--- config.mk ---
export PLATFORM = sky130hd
export DESIGN_NAME = snn_run_sequencer
export DESIGN_NICKNAME = d
export VERILOG_FILES = /design/src/rtl/snn_run_sequencer.sv
export SDC_FILE = /design/constraint.sdc
export NUM_CORES = 1
export LEC_CHECK = 0
export BUFFER_PORTS_ARGS = -buffer_cell sky130_fd_sc_hd__buf_2
export CAP_MARGIN = 10
export CORE_MARGIN = 4
export CORE_UTILIZATION = 49
export CTS_BUF_LIST = sky130_fd_sc_hd__clkbuf_2 sky130_fd_sc_hd__clkbuf_4 sky130_fd_sc_hd__clkbuf_8
export DETAILED_ROUTE_END_ITERATION = 16
export HOLD_SLACK_MARGIN = 0.06
export PLACE_DENSITY = 0.67
export SYNTH_ARGS = -nofsm -noshare
export SYNTH_HDL_FRONTEND = slang
export SYNTH_SLANG_ARGS = --single-unit
--- constraint.sdc ---
create_clock -name clk -period 1.9 [get_ports clk]
set_input_delay 0.095 -clock clk [delete_from_list [all_inputs] [get_ports clk]]
set_output_delay 0.095 -clock clk [all_outputs]
set_load 0.02 [all_outputs]
--- src/rtl/snn_run_sequencer.sv ---
// snn_run_sequencer: debounces the run switch and sequences start/run/done/fault for the SNN core
module snn_run_sequencer #(
  parameter int DEBOUNCE_CYCLES = 4,
  parameter int TIMEOUT_CYCLES = 1000,
  parameter int CNT_W = 20
) (
  input  logic       clk,
  input  logic       rst,
  input  logic       switch_working,
  input  logic       core_done,
  output logic       core_start,
  output logic       core_enable,
  output logic       debounced_sw,
  output logic       led_run,
  output logic       led_done,
  output logic       led_fault,
  output logic [7:0] run_count
);
  typedef enum logic [2:0] {IDLE, START, RUN, DONE, FAULT} state_t;
  localparam logic [CNT_W-1:0] DB_LAST = CNT_W'(DEBOUNCE_CYCLES - 1);
  localparam logic [CNT_W-1:0] WD_LAST = CNT_W'(TIMEOUT_CYCLES - 1);
  state_t state, state_nxt;
  logic s1, s2;
  logic [CNT_W-1:0] db_cnt, wd;
  // two-flop synchroniser feeding a stability counter that flips the debounced level
  always_ff @(posedge clk) begin
    if (rst) begin
      {s1, s2, debounced_sw} <= '0;
      db_cnt <= '0;
    end else begin
      s1 <= switch_working;
      s2 <= s1;
      if (s2 == debounced_sw) db_cnt <= '0;
      else if (db_cnt == DB_LAST) begin
        debounced_sw <= ~debounced_sw;
        db_cnt <= '0;
      end else db_cnt <= db_cnt + 1'b1;
    end
  end
  // state register, watchdog (cleared outside RUN) and saturating completed-run counter
  always_ff @(posedge clk) begin
    if (rst) begin
      state <= IDLE;
      wd <= '0;
      run_count <= '0;
    end else begin
      state <= state_nxt;
      wd <= (state == RUN) ? wd + 1'b1 : '0;
      if (state == RUN && core_done && run_count != 8'hFF) run_count <= run_count + 8'd1;
    end
  end
  // next state: in RUN, done beats abort beats timeout
  always_comb begin
    state_nxt = state;
    case (state)
      IDLE:        state_nxt = debounced_sw ? START : IDLE;
      START:       state_nxt = RUN;
      RUN:         state_nxt = core_done ? DONE : !debounced_sw ? IDLE : (wd == WD_LAST) ? FAULT : RUN;
      DONE, FAULT: state_nxt = debounced_sw ? state : IDLE;
      default:     state_nxt = IDLE;
    endcase
  end
  // outputs decoded purely from the state register
  always_comb begin
    core_start = state == START;
    core_enable = state == START || state == RUN;
    led_run = core_enable;
    led_done = state == DONE;
    led_fault = state == FAULT;
  end
endmodule

==> results.toml <==
[status]
outcome = "finished clean"

[sta]
skew_ps = 12.2
final.period_utilization_pct = 93.7
tns_ps = 0
fin_ws_ps = 120
finalCriticalPeriod_ps = 1780
drv_slew = 0
hold_viol_final = 0
tightest_slew_ps = 714
holdWs_ps = 90.9
timing.max_slew.rel_slack_pct = 52.4
max_freq_mhz = 562
setup_viol = 0

[synthesis]
synth_edf_count = 0
syn-num-nets = 292
synth_cells = 285
syn_area_um2 = 2470
yosysMostFrequentCell = "dfxtp_1"
ys_warn_count = 0
synth_top_area_share_pct = 43.8
synth_ff_type = "dfxtp_1"
avgSynthCellArea_um2 = 8.66
yosys.area.top_type = "dfxtp_1"
synth_area_leaders = "dfxtp_1 (44%), xnor2_1 (6.0%), nor2_1 (5.8%)"
ys_ff_latch = 54
synthArstFlopShare_pct = 0
synth_cell_types = 40
yosysSeqAreaShare_pct = 43.8
ys_top_cells_by_count = "dfxtp_1 (54), nor2_1 (38), xnor2_1 (17)"

[min_path]
hold_depth = 3
hold_class = "in2reg"

[global_routing]
grt_pass1_vias = 1883
antenna_found_initial = 0
grt_pass1_wl_um = 8230
grt_usage_pct = 16.0
grt_max_degree = 21
grt_overflow = 0

[cells_and_area]
area_growth_pct = 12.0
finalNetCount = 314
drive_above_1_share_pct = 13.0
fin_area_um2 = 2760
antenna_cells = 0
fillers = 436

[die]
placementRows = 25
start_util_pct = 51.6
dieArea_um2 = 6230
die_h_um = 79.0
pin_count = 18
die_w_um = 79.0
design.core.area_um2 = 4790

[pwr]
power_switching_w = 0.000370
sw_frac_of_total_pct = 21.0
pwr-share-clk_pct = 34.6
power_density_nw_per_um2 = 639
internal_power_w = 0.00139
ir_drop_mv = 0.367
seqPwrFrac_pct = 64.3
comb_power_share_pct = 1.1
p_leak_nw = 0.865

[worst_setup_path]
reg2reg_depth = 4
cp-start-kind = "register"
path_class = "reg2reg"
end_kind = "register"
worstPathRequired_ps = 2130
path_max_fanout = 7
critPathArrivalTime_ps = 2010

[place]
gp_congestion = 0.813
port_buffers = 17
placed_area_um2 = 2660
dp_hpwl_um = 3270
place_ws_ps = 94.4

[cts]
cts-buffers-inserted = 5
postCtsSetupRepairBufs = 0
clock_path_buffers = 2
cts_tree = "done"
clk_latency_ps = 300
cts_htree_levels = 2
clock_tree.root_cell = "clkbuf_8"
clock-sinks = 54
path_clk_slew_ps = 100

[drt]
num_vias = 2026
firstDrtPassIters = 4
ant_nets = 0
wire_per_inst_um = 12.4
via_per_inst = 5.42
drcViolationCount = 0
wl_um = 4640
drtIter0Drc = 120

[job]
maxCapViolCount = 0
==> layout make-up <==
class	count	area [um^2]	area share [%]
clock inverters	2	15.0	0.543
well taps	67	83.8	3.03
inverters	8	30.0	1.09
repair buffers	26	155	5.62
multi-input cells	212	1330	48.1
clock buffers	5	68.8	2.49
flip-flops and latches	54	1080	39.1
==> power groups by stage <==
stage | Combinational, W | Sequential, W | Clock (W)
finish | 0.0000202 | 0.00113 | 0.000610
global route | 0.0000225 | 0.00114 | 0.000682
CTS | 0.0000205 | 0.00113 | 0.000635
detailed placement | 0.0000189 | 0.00116 | 0
global placement | 0.0000189 | 0.00116 | 0
floorplan | 0.00000941 | 0.00116 | 0
==> kinds of logic after synthesis <==
kind of cell    after synthesis  share of synthesized area, %
compound gates               38                          9.13
mux                           2                         0.811
buf+inv                      19                          3.14
simple gates                139                          30.9
xor+xnor                     30                          10.6
flops                        54                          43.8
fa+ha+maj                     3                          1.52
==> registers in the layout, summed over array words and instances, names as in the netlist <==
signal        count
run_count         8
db_cnt           20
debounced_sw      1
s1                1
wd               20
s2                1
state             3
==> path summary, 6_finish.rpt <==
kind                   from  endpoint  slack [ps]
setup reg to reg      wd[6]    wd[19]         120
setup / recovery      wd[6]    wd[19]         120
hold reg to reg          s1        s2         440
hold / removal    core_done  state[2]          90
==> repair_timing <==
item,4_1_cts,5_1_grt
hold buffers,1,0
endpoints found under the hold margin,1,0
endpoints found under the setup margin,0,5
gates resized for setup,0,3
==> per-stage QoR <==
stage	utilization [%]	total power, W	std cells
after floorplan	-	0.00117	285
after global placement	55.5	0.00118	366
after detailed placement	55.5	0.00118	366
after CTS	57.5	0.00179	374
after global routing	57.7	0.00184	374
final	57.7	0.00176	374
==> layout by cell type (no fill, tap or decap), types with 2 or more instances in the layout <==
cell,n
o21ai_0,12
nor3_1,8
nor4_1,10
a21oi_1,14
xor2_1,13
clkbuf_8,5
or2_2,2
nor2_1,38
o211ai_1,2
nor4b_1,2
or3_4,2
inv_1,8
mux2i_1,2
buf_4,8
xnor2_1,17
and2_1,3
a31oi_1,2
clkinvlp_4,2
nand3_1,14
and3_1,4
ha_1,3
nand2b_1,4
or4_1,3
nand2_1,11
dfxtp_1,54
nand4_1,12
buf_2,17
and4_1,6
o31ai_1,2
nor2b_1,2
or3_1,13
==> metal layers <==
metal	share of wire [%]	GRT usage (%)
met1	54	23.0
met2	42	24.4
met3	2.9	2.72
met4	1.2	5.15
met5	0	0
==> critical path, stage by stage (launching register included) <==
cell	delay (ps)
dfxtp_1	390
nand3_1	220
or3_4	480
or4_1	470
a21oi_1	150
Power figures use the tool's default switching activity.
